--- config.mk ---
export PLATFORM = sky130hd
export DESIGN_NAME = ifu_prefetch_flat
export DESIGN_NICKNAME = d
export VERILOG_FILES = /design/src/rtl/ifu_prefetch_if.sv /design/src/rtl/ifu_prefetch.sv /design/src/flat_wrapper.sv
export SDC_FILE = /design/constraint.sdc
export NUM_CORES = 1
export LEC_CHECK = 0
export CAP_MARGIN = 10
export CELL_PAD_IN_SITES_DETAIL_PLACEMENT = 2
export CELL_PAD_IN_SITES_GLOBAL_PLACEMENT = 2
export CORE_MARGIN = 5
export CORE_UTILIZATION = 44
export DETAILED_ROUTE_END_ITERATION = 16
export GPL_TIMING_DRIVEN = 0
export PLACE_DENSITY_LB_ADDON = 0.25
export SYNTH_ARGS = -nofsm -noshare
export SYNTH_HDL_FRONTEND = slang
export SYNTH_SLANG_ARGS = --single-unit
--- constraint.sdc ---
create_clock -name clk -period 6.9 [get_ports clk]
set_input_delay 1.725 -clock clk [delete_from_list [all_inputs] [get_ports clk]]
set_output_delay 1.725 -clock clk [all_outputs]
set_load 0.03 [all_outputs]
--- src/rtl/ifu_prefetch_if.sv ---
// Fetch-unit bus bundle: redirect input, instruction-memory request/grant/response
// channel and the valid/ready instruction channel toward decode.
interface ifu_prefetch_if;
    logic        redirect;
    logic [31:0] redirect_pc;
    logic        imem_req;
    logic [31:0] imem_addr;
    logic        imem_gnt;
    logic        imem_rvalid;
    logic [31:0] imem_rdata;
    logic        out_valid;
    logic        out_ready;
    logic [31:0] out_instr;
    logic [31:0] out_pc;

    modport master (
        input  redirect, redirect_pc, imem_gnt, imem_rvalid, imem_rdata, out_ready,
        output imem_req, imem_addr, out_valid, out_instr, out_pc
    );

    modport slave (
        output redirect, redirect_pc, imem_gnt, imem_rvalid, imem_rdata, out_ready,
        input  imem_req, imem_addr, out_valid, out_instr, out_pc
    );
endinterface

--- src/rtl/ifu_prefetch.sv ---
// Instruction fetch unit: one-outstanding-request fetcher feeding a DEPTH-entry
// {pc, instr} prefetch queue, flushed and restarted on redirect.
module ifu_prefetch #(
    parameter int          DEPTH    = 4,
    parameter logic [31:0] RESET_PC = 32'h0000_0000
) (
    input logic            clk,
    input logic            rstn,
    ifu_prefetch_if.master bus
);
    localparam int CW = $clog2(DEPTH) + 1;
    localparam int AW = CW - 1;
    localparam logic [31:0] RESET_PC_W = {RESET_PC[31:2], 2'b00};

    typedef enum logic [1:0] {IDLE, REQ, RSP, DROP} state_t;

    state_t          state;
    logic            req_q;
    logic            valid_q;
    logic [31:0]     fetch_pc;
    logic [31:0]     grant_pc;
    logic [31:0]     fifo_pc    [DEPTH];
    logic [31:0]     fifo_instr [DEPTH];
    logic [AW-1:0]   rd_ptr;
    logic [AW-1:0]   wr_ptr;
    logic [CW-1:0]   count;
    logic [CW-1:0]   count_next;
    logic            push;
    logic            pop;
    logic            redirect_to_req;
    logic [31:0]     redirect_pc_w;
    logic            unused_pc_bits;

    assign push          = (state == RSP) && bus.imem_rvalid && !bus.redirect;
    assign pop           = valid_q && bus.out_ready;
    assign redirect_pc_w = {bus.redirect_pc[31:2], 2'b00};
    assign unused_pc_bits = ^bus.redirect_pc[1:0];

    // A redirect only needs DROP when a granted response is still in flight after this edge.
    assign redirect_to_req = (state == IDLE)
                          || ((state == REQ) && !bus.imem_gnt)
                          || (((state == RSP) || (state == DROP)) && bus.imem_rvalid);

    // NOTE: every variable written in always_comb gets a default first so no latch is inferred.
    always_comb begin
        count_next = count;
        if (bus.redirect) begin
            count_next = '0;
        end else begin
            count_next = count + CW'(push) - CW'(pop);
        end
    end

    always_ff @(posedge clk or negedge rstn) begin
        if (!rstn) begin
            rd_ptr  <= '0;
            wr_ptr  <= '0;
            count   <= '0;
            valid_q <= 1'b0;
            // NOTE: the storage is reset because the head mux drives out_instr/out_pc directly.
            for (int i = 0; i < DEPTH; i++) begin
                fifo_pc[i]    <= '0;
                fifo_instr[i] <= '0;
            end
        end else begin
            // NOTE: sequential state uses non-blocking assignments so every register samples pre-edge values.
            count   <= count_next;
            valid_q <= (count_next != '0);
            if (bus.redirect) begin
                rd_ptr <= '0;
                wr_ptr <= '0;
            end else begin
                if (push) begin
                    fifo_pc[wr_ptr]    <= grant_pc;
                    fifo_instr[wr_ptr] <= bus.imem_rdata;
                    wr_ptr             <= wr_ptr + AW'(1);
                end
                if (pop) begin
                    rd_ptr <= rd_ptr + AW'(1);
                end
            end
        end
    end

    always_ff @(posedge clk or negedge rstn) begin
        if (!rstn) begin
            state    <= IDLE;
            req_q    <= 1'b0;
            fetch_pc <= RESET_PC_W;
            grant_pc <= '0;
        end else if (bus.redirect) begin
            fetch_pc <= redirect_pc_w;
            state    <= redirect_to_req ? REQ : DROP;
            req_q    <= redirect_to_req;
        end else begin
            case (state)
                IDLE: begin
                    if (count < CW'(DEPTH)) begin
                        state <= REQ;
                        req_q <= 1'b1;
                    end
                end
                REQ: begin
                    if (bus.imem_gnt) begin
                        grant_pc <= fetch_pc;
                        fetch_pc <= fetch_pc + 32'd4;
                        state    <= RSP;
                        req_q    <= 1'b0;
                    end
                end
                RSP: begin
                    if (bus.imem_rvalid) begin
                        if (count_next < CW'(DEPTH)) begin
                            state <= REQ;
                            req_q <= 1'b1;
                        end else begin
                            state <= IDLE;
                        end
                    end
                end
                DROP: begin
                    if (bus.imem_rvalid) begin
                        state <= REQ;
                        req_q <= 1'b1;
                    end
                end
                default: begin
                    state <= IDLE;
                    req_q <= 1'b0;
                end
            endcase
        end
    end

    assign bus.imem_req  = req_q;
    assign bus.imem_addr = fetch_pc;
    assign bus.out_valid = valid_q;
    assign bus.out_instr = fifo_instr[rd_ptr];
    assign bus.out_pc    = fifo_pc[rd_ptr];
endmodule

--- src/flat_wrapper.sv ---
// flat-port wrapper written by rule: the top's interface ports become plain ports
module ifu_prefetch_flat 
#(
    parameter int          DEPTH    = 4,
    parameter logic [31:0] RESET_PC = 32'h0000_0000
)
  (clk, rstn, bus_redirect, bus_redirect_pc, bus_imem_gnt, bus_imem_rvalid, bus_imem_rdata, bus_out_ready, bus_imem_req, bus_imem_addr, bus_out_valid, bus_out_instr, bus_out_pc);
  ifu_prefetch_if bus_i ();
  input logic clk;
  input logic rstn;
  input wire logic [$bits(bus_i.redirect)-1:0] bus_redirect;
  input wire logic [$bits(bus_i.redirect_pc)-1:0] bus_redirect_pc;
  input wire logic [$bits(bus_i.imem_gnt)-1:0] bus_imem_gnt;
  input wire logic [$bits(bus_i.imem_rvalid)-1:0] bus_imem_rvalid;
  input wire logic [$bits(bus_i.imem_rdata)-1:0] bus_imem_rdata;
  input wire logic [$bits(bus_i.out_ready)-1:0] bus_out_ready;
  output wire logic [$bits(bus_i.imem_req)-1:0] bus_imem_req;
  output wire logic [$bits(bus_i.imem_addr)-1:0] bus_imem_addr;
  output wire logic [$bits(bus_i.out_valid)-1:0] bus_out_valid;
  output wire logic [$bits(bus_i.out_instr)-1:0] bus_out_instr;
  output wire logic [$bits(bus_i.out_pc)-1:0] bus_out_pc;
  assign bus_i.redirect = bus_redirect;
  assign bus_i.redirect_pc = bus_redirect_pc;
  assign bus_i.imem_gnt = bus_imem_gnt;
  assign bus_i.imem_rvalid = bus_imem_rvalid;
  assign bus_i.imem_rdata = bus_imem_rdata;
  assign bus_i.out_ready = bus_out_ready;
  assign bus_imem_req = bus_i.imem_req;
  assign bus_imem_addr = bus_i.imem_addr;
  assign bus_out_valid = bus_i.out_valid;
  assign bus_out_instr = bus_i.out_instr;
  assign bus_out_pc = bus_i.out_pc;
  ifu_prefetch #(.DEPTH(DEPTH), .RESET_PC(RESET_PC)) u_core (.clk(clk), .rstn(rstn), .bus(bus_i));
endmodule
## Word level (Yosys, flattened, before mapping)

Cells that the tools add are included.

| storage, ports and cells | value |
|---|---|
| register bits | 331 |
| input bits | 70 |
| output and inout port bits | 98 |

| cells by class | value |
|---|---|
| add/sub/neg operators | 5 |
| magnitude comparators | 5 |
| equal/unequal tests | 8 |
| multiplexer cells | 33 |
| bitwise operators | 3 |
| reduce and logical (&&, ||, !) cells | 22 |

Operator list:

| cell | count |
|---|---|
| $bwmux 128 | 2 |
| $mux 32 | 8 |
| $bmux 32 s2 | 2 |
| $demux 32 s2 | 1 |
| $add 32x3->32 const B | 1 |
| $mux 2 | 10 |
| $ne 3x3->1 const B | 5 |
| $pmux 2 s4 | 1 |
| $reduce_bool 2->1 | 4 |
| $mux 1 | 7 |
| $ge 3x3->1 const B | 2 |
| $logic_and 1x1->1 | 6 |
| $lt 3x3->1 const B | 2 |
| $not 2->3 | 2 |
| $reduce_and 5->1 | 1 |
| $add 2x1->2 const B | 2 |
| $eq 2x2->1 const B | 2 |
| $pmux 1 s4 | 1 |
| $reduce_and 2->1 | 2 |
| $reduce_and 4->1 | 1 |
| $add 3x1->3 | 1 |
| $logic_or 1x1->1 | 3 |
| $lt 3x1->1 const B | 1 |
| $mux 3 | 1 |
| other kinds (7) | 8 |

## Longest topological paths before layout

Gate-level depths: netlist of run 1.

| logic depth | value |
|---|---|
| word-level depth | 11 |
| mapped depth | 11 |
| mapped depth without buffers | 10 |

## Least setup slack after synthesis of run 1

OpenSTA, ideal clock, no wires.

| timing | value |
|---|---|
| kind | input to register |
| from | input bus_out_ready |
| to | register u_core.req_q (netlist: u_core.bus.imem_req) |
| data arrival time | 3.416 ns |
| data required time | 6.775 ns |
| slack | 3.360 ns |
| stages on the path | 10 |
| cells stage by stage | and2_1 -> ha_1 -> inv_1 -> ha_1 -> inv_1 -> fa_1 -> xnor2_1 -> nor2_1 -> a21oi_1 -> mux2_2 |

| between the ends | value |
|---|---|
| longest elaborated chain between the ends | 6 |

RTL lines:

| element | RTL line | text |
|---|---|---|
| from (decl) | flat_wrapper.sv:16 | `input wire logic [$bits(bus_i.out_ready)-1:0] bus_out_ready;` |
| $logic_and 1x1->1 | ifu_prefetch.sv:35 | `assign pop = valid_q && bus.out_ready;` |
| $sub 3x1->3 | ifu_prefetch.sv:50 | `count_next = count + CW'(push) - CW'(pop);` |
| $mux 3 | ifu_prefetch.sv:47 | `if (bus.redirect) begin` |
| net u_core.count_next[2] | ifu_prefetch.sv:27 | `logic [CW-1:0] count_next;` |
| $lt 3x3->1 | ifu_prefetch.sv:113 | `if (count_next < CW'(DEPTH)) begin` |
| $ne 3x3->1 (no source line) | -- |  |
| $reduce_and 5->1 (no source line) | -- |  |
| to (signal assigned) | ifu_prefetch.sv:94 | `req_q <= redirect_to_req;` |
| to (decl) | ifu_prefetch.sv:18 | `logic req_q;` |

The timed path passes the listed nets, and every way through them passes these cells.
A chain may end at the register's enable or synchronous reset.

## Worst setup path after layout of run 1

| timing | value |
|---|---|
| from | register u_core.rd_ptr[1] |
| to | output bus_out_pc[13] |

| between the ends | value |
|---|---|
| longest elaborated chain between the ends | 4 |

RTL lines:

| element | RTL line | text |
|---|---|---|
| from (decl) | ifu_prefetch.sv:24 | `logic [AW-1:0] rd_ptr;` |
| from (signal assigned) | ifu_prefetch.sv:79 | `rd_ptr <= rd_ptr + AW'(1);` |
| $not 2->3 (not written as such) | ifu_prefetch.sv:139 | `assign bus.out_pc = fifo_pc[rd_ptr];` |
| $bmux 32 s2 | ifu_prefetch.sv:139 |  |
| $mux 32 (not written as such) (2 in a row) | ifu_prefetch.sv:139 |  |
| to (decl) | flat_wrapper.sv:21 | `output wire logic [$bits(bus_i.out_pc)-1:0] bus_out_pc;` |

Every way passes these cells. The select of a mux whose other input is x is not followed.

==> qor.yml, run 1 <==
cts_max_level: 2
relSlewSlack_pct: 43.5
grt_use_total_pct: 22.4
crit_fanout: 10
status: "complete, no violations"
clock_path_buffers: 3
whs_endpoint: "u_core.fifo_instr[109]$_DFFE_PN0P_"
path_clk_slew_ns: 0.06
synth_flop_cell: "dfrtp_1"
hp-class: "flip-flop to flip-flop"
fp.dieArea_mm2: 0.0362
die_w_um: 190
dp_cells: 1529
cp.arrival_ns: 3.15
rr_endpoint: "u_core.bus.imem_req$_DFFE_PN0P_"
timing.fmax_ghz: 0.205
yosysWarningCount: 0
finalClockSkew_ns: 0.0231
layout_min_cycle_time_ns: 4.87
synth-edff-count: 0
rr_worst_depth: 10
ir_drop_mv: 0.202
dp_hpwl_um: 25400
rows: 66
p_leak_nw: 8.25
clock-sinks: 319
hold_buffers: 0
layout-drive-gt1-share_pct: 38.8
instances_no_fill: 1592
synth.most_common_cell: "dfrtp_1"
antenna_left: 0
cts_tree: "yes"
initial_utilization_pct: 44.3
numCtsBuffers: 37
routabilityCongestion: 0.769
grt_pass1_vias: 10500
cts-root-buf: "clkbuf_16"
hold_viol: 0
grt_first_pass_wirelength_um: 63300
wl_per_cell_um: 25.0
antenna_found_initial: 3
finalSetupViolations: 0
endpoint_kind: "output pin"
num-nets-final: 1204
fin_hold_ws_ns: 0.495
viasPerCell: 5.46
syn-instance-count: 921
grt_max_degree: 118
die_y_um: 190
area_growth_pct: 24.2
via_count: 8685
cp-startpoint: "u_core.rd_ptr[1]$_DFFE_PN0P_"
min_from: "u_core.fifo_instr[109]$_DFFE_PN0P_"
ys_seq_elements: 319
crit_required_ns: 5.18
fin_crit_sh_pct: 70.6
cts_setup_buffers: 0
multi_input_area_mm2: 0.00586
synth_top_area_share_pct: 55.8
crit_type: "flip-flop to output pin"
synth.avg_cell_area_um2: 15.5
pin_count: 168
core_mm2: 0.0323
synth.distinct_cells: 43
post-route-drc-count: 0
yosys.area.top_type: "dfrtp_1"
timing.rr.start: "u_core.state[1]$_DFFE_PN0P_"
tightest_slew_ns: 0.847
port_buffers: 161
maxCapViolCount: 0
postCtsResizedCells: 0
powerDensity_mw_per_mm2: 355
holdPathStages: 1
clkLatencyLatePin_ns: 0.52
r2r_setup_slack_ns: 4.26
rsz0062_at_grt: "no"
slew_violations: 0
grt_overflow: 0
first_iter_violations: 320
seqCellArea_mm2: 0.00798
synth-async-reset-ratio_pct: 100
synth_commonest_cells: "319 x dfrtp_1, 263 x mux2_2, 62 x mux4_2"
drt_wl_total_um: 39900
diodes: 0
ys_seq_area_share_pct: 55.8
fillers: 2864
netlist_area_mm2: 0.0143
synth.area.top_cells: "dfrtp_1 56%, mux2_2 21%, mux4_2 9.8%"
first_pass_iters: 4
cp-start-kind: "flip-flop"
report_power, final:
group          internal [W]  switching (W)
Combinational      0.000903       0.000934
Clock               0.00122       0.000762
Sequential          0.00219       0.000290
Total               0.00432        0.00199
state kept, by name, summed over array words and instances (netlist names):
register              count
u_core.wr_ptr             2
u_core.bus.out_valid      1
u_core.count              3
u_core.bus.imem_req       1
u_core.bus.imem_addr     30
u_core.fifo_pc          120
u_core.grant_pc          30
u_core.fifo_instr       128
u_core.state              2
u_core.rd_ptr             2
layer usage:
layer  up-vias  global-route usage [%]  part of all wire, %
met5         -                       0                0.093
met4         6                    4.20                  1.4
met3        56                    4.50                  4.1
met2       183                    40.1                   53
met1      4689                    28.6                   42
li1       3751                       -                    -
critical path, cell delays in order, from the launching register on:
cell and delay (ns):
dfrtp_1 0.33, clkbuf_1 0.50, clkbuf_1 0.70, mux4_2 0.35
clkdlybuf4s50_1 0.75
metrics by stage:
step | cell area (um^2) | TNS (ns) | worst slack [ns] | power, W | utilization [%]
after floorplan | 14300 | 0 | 3.36 | 0.00356 | -
after global placement | 16500 | -3192.82 | -10.05 | 0.00426 | 51.0
after detailed placement | 16500 | 0 | 2.61 | 0.00433 | 51.2
after CTS | 17800 | 0 | 1.98 | 0.00639 | 55.0
after global routing | 17800 | 0 | 1.95 | 0.00660 | 55.0
final | 17800 | 0 | 2.03 | 0.00630 | 55.0
worst max path at each step:
stage	end	slack, ns
after floorplan	u_core.bus.imem_req$_DFFE_PN0P_	3.36
after global placement	u_core.fifo_pc[19]$_DFFE_PN0P_	-10.05
after detailed placement	bus_out_pc[13]	2.61
after CTS	bus_out_pc[13]	1.98
after global routing	bus_out_pc[13]	1.95
final	bus_out_pc[13]	2.03
cells by family after synthesis:
| kind of cell | synth area share (%) |
|---|---|
| compound gates | 1.36 |
| buf+inv | 3.26 |
| other cells | 0.0262 |
| xor+xnor | 2.08 |
| mux | 32.4 |
| simple gates | 4.35 |
| flops | 55.8 |
| fa+ha+maj | 0.752 |
layout by cell type, fill, tap and decap left out, types with 5 or more instances in the layout:
cell type and count:
a21oi_1 5, clkbuf_16 39, mux2_1 7, dfrtp_1 319, nand3_1 15, buf_6 24
inv_1 12, xor2_1 22, ha_1 7, clkdlybuf4s50_1 160, mux2_4 12, clkbuf_1 22
mux4_2 62, nand4_1 14, xnor2_1 12, buf_2 13, buf_4 5, o21ai_0 24
nand2_1 39, nor2_1 18, clkinv_2 5, mux2_2 263
final cells by class:
type | instances | share of cell area (%)
tap | 442 | 3.11
clock buffer | 53 | 6.02
clock inverter | 10 | 0.867
timing repair buffer | 163 | 9.41
buffer | 55 | 2.37
inverter | 12 | 0.254
multi-input combinational | 538 | 33.0
sequential | 319 | 44.9
Note: power is estimated with default switching activity, not from simulation.
==> run 2, diff against run 1 <==
--- a/config.mk
+++ b/config.mk
@@ -9,7 +9,7 @@
 export CELL_PAD_IN_SITES_DETAIL_PLACEMENT = 2
 export CELL_PAD_IN_SITES_GLOBAL_PLACEMENT = 2
 export CORE_MARGIN = 5
-export CORE_UTILIZATION = 44
+export CORE_UTILIZATION = 37
 export DETAILED_ROUTE_END_ITERATION = 16
 export GPL_TIMING_DRIVEN = 0
 export PLACE_DENSITY_LB_ADDON = 0.25
==> constraint.sdc (replaced) <==
create_clock -name clk -period 3.93 [get_ports clk]
set_input_delay 0.9825 -clock clk [delete_from_list [all_inputs] [get_ports clk]]
set_output_delay 0.9825 -clock clk [all_outputs]
set_load 0.03 [all_outputs]
==> run 2 against run 1 <==
Total power grew 75%. Critical path type unchanged. Clock power grew 75%. Utilization shrank 8.5 points. Final area grew 0.79%. Clock skew shrank 0.0046 ns. Largest power group unchanged. Via count shrank 1.8%.
==> qor.yml, run 2 (synthesis gave the netlist of run 1 again) <==
status: "complete, no violations"
clock-sinks: 319
rows: 72
die_y_um: 207
via_count: 8525
cell_internal_pwr_w: 0.00759
fillers: 3646
die_w_um: 207
path_clk_slew_ns: 0.05
hold_viol: 0
layout-drive-gt1-share_pct: 39.6
powerDensity_mw_per_mm2: 616
antenna_left: 0
cts-root-buf: "clkbuf_16"
routabilityCongestion: 0.749
antenna_found_initial: 1
grt_overflow: 0
fin_area_mm2: 0.0179
tightest_slew_ns: 0.847
cp-startpoint: "u_core.rd_ptr[0]$_DFFE_PN0P_"
finalClockSkew_ns: 0.0185
ir_drop_mv: 0.329
fin_ws_ns: 0.156
crit_required_ns: 2.95
timing.fmax_ghz: 0.265
cp-start-kind: "flip-flop"
initial_utilization_pct: 37.2
clkLatencyLatePin_ns: 0.54
area_growth_pct: 25.2
finalSetupViolations: 0
first_iter_violations: 285
min_from: "u_core.fifo_instr[9]$_DFFE_PN0P_"
p_leak_nw: 8.29
grt_pass1_vias: 10000
diodes: 0
p_sw_share_pct: 31.2
maxCapViolCount: 0
relSlewSlack_pct: 43.6
cts_max_level: 2
pin_count: 168
core_mm2: 0.0385
port_buffers: 161
dp_cells: 1605
num-nets-final: 1204
timing.rr.start: "u_core.state[1]$_DFFE_PN0P_"
layout_commonest_cell: "dfrtp_1"
first_pass_iters: 4
slew_violations: 0
cp_slowest_stage_delay_ns: 0.61
largest_reg_flops: 128
multi_input_area_mm2: 0.00586
reg_top3: "u_core.fifo_instr (128), u_core.fifo_pc (120)"
crit_chain: "buf_2, buf_2, mux4_2, clkdlybuf4s50_1"
largest-register: "u_core.fifo_instr"
layout_min_cycle_time_ns: 3.77
drt_wl_total_um: 38100
cts_tree: "yes"
post-route-drc-count: 0
wl_per_cell_um: 22.8
grt_first_pass_wirelength_um: 60400
fin_crit_sh_pct: 96.0
layout_common_cells: "319 x dfrtp_1, 263 x mux2_2, 160 x clkdlybuf4s50_1"
hp-class: "flip-flop to flip-flop"
grt_max_degree: 119
cp_num_buf_inv: 3
cp_top_family: "buffers and inverters"
rsz0062_at_grt: "no"
comb_power_share_pct: 29.1
cts_setup_buffers: 0
pwr-share-seq_pct: 39.2
cp.arrival_ns: 2.79
seqCellArea_mm2: 0.00798
pre_cts_slack_ns: 0.331
crit_path_top_delay_cell: "clkdlybuf4s50_1"
clock_path_buffers: 3
p_clk_share_pct: 31.7
crit_fanout: 10
crit_type: "flip-flop to output pin"
instances_no_fill: 1670
power.switching_w: 0.00344
placedInstanceArea_mm2: 0.0166
endpoint_kind: "output pin"
viasPerCell: 5.10
numCtsBuffers: 38
dp_hpwl_um: 26100
grt_use_total_pct: 18.4
crit_top_cell: "buf_2"
fp.dieArea_mm2: 0.0427
-- run 2: changes by cell type in the layout (fill, tap and decap cells not counted) --
cell,previous run,this run
clkbuf_16,39,41
clkbuf_2,0,6
buf_2,13,8
inv_6,1,0
bufinv_16,4,2
clkinv_2,5,7
clkbuf_8,4,7
clkbuf_4,0,2
buf_4,5,8
clkbuf_1,22,14
-- run 2: layout make-up --
| class | instances | area share, % |
|---|---|---|
| Sequential cell | 319 | 44.6 |
| Multi-Input combinational cell | 538 | 32.8 |
| Timing Repair Buffer | 163 | 9.34 |
| Clock buffer | 57 | 6.46 |
| Tap cell | 518 | 3.62 |
| Buffer | 54 | 2.45 |
| Clock inverter | 9 | 0.531 |
| Inverter | 12 | 0.252 |
-- run 2: final timing paths --
check                           depth (start not counted)                           endpoint  slack [ns]
worst max-delay path                                    4                   bus_out_instr[4]        0.16
worst min-delay path                                    1   u_core.fifo_instr[9]$_DFFE_PN0P_        0.49
worst max register to register                         10    u_core.bus.imem_req$_DFFE_PN0P_        1.40
worst min register to register                          1   u_core.fifo_instr[9]$_DFFE_PN0P_        0.49
max in group asynchronous                               2     u_core.fifo_pc[23]$_DFFE_PN0P_        2.30
min in group asynchronous                               1  u_core.fifo_instr[84]$_DFFE_PN0P_        0.50
-- run 2: repair_timing --
action / 4_1_cts / 5_1_grt
endpoints found under the setup margin: 59 / 11
hold buffers: 0 / 0
resized for setup: 9 / 2
cloned: 0 / 0
-- run 2: metal layers --
layer  GRT usage (%)  share of wire [%]
met1            23.9                 43
met2            32.0                 51
met3            3.52                4.0
met4            4.28                1.5
met5               0              0.034
-- run 2: metrics by stage --
step	TNS [ns]	utilization, %	power, W	hold WS (ns)
final	0	46.5	0.0110	0.492
after global routing	0	46.5	0.0116	0.513
after CTS	0	46.5	0.0113	0.493
after detailed placement	0	43.2	0.00765	0.485
after global placement	-3984.50	43.1	0.00754	0.474
after floorplan	0	-	0.00625	0.459
-- run 2: power groups by stage --
stage / combinational (W) / clock [W] / sequential, W
floorplan: 0.00199 / 0 / 0.00426
global placement: 0.00319 / 0 / 0.00435
detailed placement: 0.00327 / 0 / 0.00438
CTS: 0.00329 / 0.00362 / 0.00434
global route: 0.00342 / 0.00377 / 0.00442
finish: 0.00322 / 0.00349 / 0.00433
==> run 3, diff against run 2 <==
--- a/config.mk
+++ b/config.mk
@@ -11,6 +11,7 @@
 export CORE_MARGIN = 5
 export CORE_UTILIZATION = 37
 export DETAILED_ROUTE_END_ITERATION = 16
+export GPL_ROUTABILITY_DRIVEN = 0
 export GPL_TIMING_DRIVEN = 0
 export PLACE_DENSITY_LB_ADDON = 0.25
 export SYNTH_ARGS = -nofsm -noshare
==> results of run 3 <==
Final layout, timing and power as in run 2 (identical DEF).
